==> config.mk <==
export PLATFORM = sky130hd
export DESIGN_NAME = stepper_sysid_regs
export DESIGN_NICKNAME = d
export VERILOG_FILES = /design/src/rtl/stepper_sysid_regs.sv
export SDC_FILE = /design/constraint.sdc
export NUM_CORES = 1
export LEC_CHECK = 0
export ABC_AREA = 1
export BUFFER_PORTS_ARGS = -buffer_cell sky130_fd_sc_hd__buf_2
export CAP_MARGIN = 20
export CORE_MARGIN = 1.5
export CORE_UTILIZATION = 46
export DETAILED_ROUTE_END_ITERATION = 8
export GPL_TIMING_DRIVEN = 0
export PLACE_DENSITY = 0.86
export SYNTH_ARGS = -nofsm -noshare
export SYNTH_HDL_FRONTEND = slang
export SYNTH_SLANG_ARGS = --single-unit
==> constraint.sdc <==
create_clock -name clock -period 0.8 [get_ports clock]
set_input_delay 0.12 -clock clock [delete_from_list [all_inputs] [get_ports clock]]
set_output_delay 0.12 -clock clock [all_outputs]
set_load 0.02 [all_outputs]
==> src/rtl/stepper_sysid_regs.sv <==
// stepper_sysid_regs: Avalon-MM system-ID/status slave with scratch and optional uptime (SYSID_UPTIME_EN)
module stepper_sysid_regs #(
  parameter logic [31:0] ID_VALUE    = 32'h0400_0000,
  parameter logic [31:0] TIMESTAMP   = 32'd1415962224,
  parameter logic [7:0]  VER_MAJOR   = 8'd2,
  parameter logic [7:0]  VER_MINOR   = 8'd0,
  parameter int unsigned CLK_FREQ_HZ = 50_000_000,
  parameter int unsigned ADDR_W      = 3
) (
  input  logic              clock,
  input  logic              reset_n,
  input  logic [ADDR_W-1:0] address,
  input  logic              read,
  input  logic              write,
  input  logic [31:0]       writedata,
  input  logic [3:0]        byteenable,
  output logic [31:0]       readdata,
  output logic              readdatavalid
);
`ifdef SYSID_UPTIME_EN
  localparam logic [15:0] VER_LO = 16'd8;
`else
  localparam logic [15:0] VER_LO = 16'd6;
`endif
  logic [31:0] rdata_q, rdata_d, scratch_q, scratch_d, rmux;
  logic        rvalid_q, rvalid_d, mapped;
  logic [2:0]  wa;
  assign mapped        = (address >> 3) == '0;
  assign wa            = address[2:0];
  assign readdata      = rdata_q;
  assign readdatavalid = rvalid_q;
`ifdef SYSID_UPTIME_EN
  localparam int unsigned PS_W = CLK_FREQ_HZ > 1 ? $clog2(CLK_FREQ_HZ) : 1;
  localparam logic [PS_W-1:0] PS_MAX = PS_W'(CLK_FREQ_HZ - 1);
  logic [PS_W-1:0] ps_q, ps_d, snap_q, snap_d;
  logic [31:0]     sec_q, sec_d;
  logic            wrap, clr, rd_sec;
  // prescaler/seconds advance; a CTRL clear overrides a coincident wrap; reading seconds snapshots the prescaler
  always_comb begin
    wrap   = ps_q == PS_MAX;
    clr    = write && mapped && wa == 3'd6 && writedata[0];
    rd_sec = read && mapped && wa == 3'd4;
    ps_d   = (clr || wrap) ? '0 : ps_q + PS_W'(1);
    sec_d  = clr ? '0 : wrap ? sec_q + 32'd1 : sec_q;
    snap_d = rd_sec ? ps_q : snap_q;
  end
  // uptime state
  always_ff @(posedge clock or negedge reset_n) begin
    if (!reset_n) begin
      ps_q   <= '0;
      sec_q  <= '0;
      snap_q <= '0;
    end else begin
      ps_q   <= ps_d;
      sec_q  <= sec_d;
      snap_q <= snap_d;
    end
  end
`endif
  // register map read mux; evaluated from pre-write state so a same-cycle write is not visible
  always_comb begin
    rmux = '0;
    if (mapped)
      case (wa)
        3'd0: rmux = ID_VALUE;
        3'd1: rmux = TIMESTAMP;
        3'd2: rmux = {VER_MAJOR, VER_MINOR, VER_LO};
        3'd3: rmux = scratch_q;
`ifdef SYSID_UPTIME_EN
        3'd4: rmux = sec_q;
        3'd5: rmux = 32'(snap_q);
`endif
        3'd7: rmux = 32'(CLK_FREQ_HZ);
        default: rmux = '0;
      endcase
  end
  // registered read response and byte-lane scratch writes
  always_comb begin
    rvalid_d  = read;
    rdata_d   = read ? rmux : rdata_q;
    scratch_d = scratch_q;
    for (int i = 0; i < 4; i++)
      scratch_d[8*i +: 8] = (write && mapped && wa == 3'd3 && byteenable[i]) ? writedata[8*i +: 8] : scratch_q[8*i +: 8];
  end
  // bus-facing state
  always_ff @(posedge clock or negedge reset_n) begin
    if (!reset_n) begin
      rdata_q   <= '0;
      rvalid_q  <= 1'b0;
      scratch_q <= '0;
    end else begin
      rdata_q   <= rdata_d;
      rvalid_q  <= rvalid_d;
      scratch_q <= scratch_d;
    end
  end
endmodule
==> metrics.cfg <==
[cells_and_area]
area_delta_synth_final_pct=42.17
design_area_sq_um=3839
stdcell_count=489
fill_cells=400
nNetsFinal=456
diodes=0
drive_gt1_frac=0.3501
final_cell_mix=125 x nand2_1, 63 x dfrtp_1, 38 x buf_6, 38 x buf_2, 32 x nand4_1
final_common_cell=nand2_1

[synthesis]
syn_area_per_cell_sq_um=8.853
synth_edf_count=0
ys_seq_area_frac=0.6024
syn_nets=348
ys_types=15
yosys_register_bits=65
synth_compound_area_frac=0.06117
synthMuxAreaShare=0
ys_warn_count=0
yosys_most_used_dff=dfrtp_1
yosys.area_share.simple=0.2943
synth_xor_area_frac=0
async_flop_share=1.000
synth_top_family_by_area=simple AND/OR/NAND/NOR gates
synth_adder_area_share=0
syn_area_sq_um=2700
synthCells=305

[worst_setup_path]
startpoint_type=flop
rr_worst_depth=4
cp_num_buf_inv=1
worstSetupPathType=reg -> out
path_delay_family=flip-flops
path_cells=buf_6
cp.arrival_ns=0.91
reg2reg_slack_ns=-0.11
crit_cells=1
cp-endpoint=readdata[21]
r2r-start=readdata[21]$_DFFE_PN0P_
cp_max_fo=2
cp-end-kind=output port
cp_slowest_stage_delay_ns=0.43
cp.required_ns=0.68
cp_slowest_cell=dfrtp_2
r2r_end=readdata[21]$_DFFE_PN0P_
startpoint=readdata[21]$_DFFE_PN0P_

[placed_design]
placed_cell_area_sq_um=3189
hpwl_um=4971
place_inst=448
gp_congestion=0.8642
port_buffers=70

[routing]
wl_per_cell_um=16.70
drtIter0Drc=200
viasPerCell=5.618
vias=2747
dr.pass1.iters=5
ant_nets=0
wirelength_um=8164
drcViolationCount=0

[power]
worst_ir_drop_vdd_v=0.001039
p_per_area_nw_per_um2=2042
power_frac_comb=0.195
switching_share=0.2945
p_int_mw=5.531
leakagePower_nw=2.086
p_clk_frac=0.291
power.switching_mw=2.309
seqPwrFrac=0.514

[timing]
whs_ns=-0.1922
rsz0062_at_grt=true
skew_ns=0.008141
timing.fmax_mhz=973.1
finalCritPeriodShare=1.285
maxSlewHeadroom=0.5461
fin_setup_tns_ns=-6.528
worstMarginPinSlew_ns=0.6809
min_period_ns=1.028
worst_slack_ns=-0.2277
slew_violations=0
hold_violations=29
setup_viol=35

[grt]
overflow=0
antenna_found_initial=0
first_global_vias=2575
grt_pass1_wl_um=12230
grt_max_degree=37
grt_util_all_layers=0.2604

[run_status]
status=finished with violations
violations=hold timing, setup timing

[clock_tree]
clk_pin_slew_ns=0.07
cts_buffers=9
clk_latency_ns=0.34
h-tree-depth=3
cts_tree=done
cts.sinks=65
clockBufferDepth=2
cts-root-buf=clkbuf_8
ctsHoldBuffers=1

[floorplan]
start_util=0.4844
die_area_sq_um=6339
fp.dieH_um=79.62
io-pin-count=76
core_sq_um=5574
rows=27
die_x_um=79.62

[job]
drv_cap=0

[worst_hold_path]
hold_class=in -> async

==> repair_timing <==
action,in CTS,in global routing
pin swaps,0,7
setup endpoints to repair,37,85
resized for setup,71,46
buffers inserted,17,16
endpoints found under the hold margin,30,29
==> stage by stage <==
| step | worst slack [ns] | total power [mW] | utilization |
|---|---|---|---|
| 5_1_grt | -0.2481 | 8.147 | 0.6887 |
| 3_3_place_gp | -0.6853 | 5.071 | 0.5686 |
| 2_1_floorplan | -0.03187 | 4.640 | - |
| 6_report | -0.2277 | 7.839 | 0.6887 |
| 3_5_place_dp | -0.3662 | 5.146 | 0.5722 |
| 4_1_cts | -0.2223 | 7.655 | 0.6620 |
==> worst min-delay path by stage <==
stage,from,endpoint,depth (start not counted)
2_1_floorplan,reset_n,readdata[0]$_DFFE_PN0P_,0
3_3_place_gp,read,readdatavalid$_DFF_PN0_,1
3_5_place_dp,reset_n,scratch_q[19]$_DFFE_PN0P_,1
4_1_cts,reset_n,scratch_q[19]$_DFFE_PN0P_,1
5_1_grt,reset_n,scratch_q[23]$_DFFE_PN0P_,1
6_report,reset_n,scratch_q[19]$_DFFE_PN0P_,1
==> power by group through the flow <==
| stage | Combinational (mW) | Clock, mW | Sequential (mW) |
|---|---|---|---|
| 5_1_grt | 1.68 | 2.42 | 4.05 |
| 6_report | 1.53 | 2.28 | 4.03 |
| 3_3_place_gp | 1.07 | 0 | 4.00 |
| 2_1_floorplan | 0.516 | 0 | 4.12 |
| 3_5_place_dp | 1.12 | 0 | 4.02 |
| 4_1_cts | 1.37 | 2.29 | 4.00 |
==> cell usage after synthesis, types with 2 or more instances <==
library cell,number,share of area
a21boi_0,2,0.0056
a21oi_1,2,0.0037
buf_2,7,0.013
buf_6,2,0.0083
clkbuf_1,9,0.013
dfrtp_1,65,0.60
inv_1,5,0.0070
nand2_1,135,0.19
nand3_1,11,0.020
nand4_1,32,0.074
nor2_1,4,0.0056
o21ai_0,28,0.052
==> layout make-up <==
type	count	area (sq um)	share of cell area
Sequential cell	65	1629	0.4244
Multi-Input combinational cell	216	1041	0.2712
Timing Repair Buffer	97	794.5	0.2070
Clock buffer	14	142.6	0.03716
Buffer	19	117.6	0.03064
Tap cell	72	90.09	0.02347
Inverter	5	18.77	0.004889
Clock inverter	1	5.005	0.001304
==> state kept, by name (all words and copies together), names as in the netlist <==
signal and flops:
readdata 32, readdatavalid 1, scratch_q 32
==> routing by layer <==
layer  vias up  share of wire  global-route usage  wire length (um)
met5         -              0                   0                 0
met1      1326           0.39              0.3346              3187
met3        27          0.079             0.05029               642
li1       1231              -                   -                 -
met2       163           0.50              0.4153              4060
met4         0          0.034              0.1404               274
==> logic make-up (layout without fill, tap and decap cells) <==
kind of cell,after synthesis,in the layout
buf+inv,24,136
compound gates,32,32
flops,65,65
simple gates,184,184
Note: power is estimated with default switching activity, not from simulation.
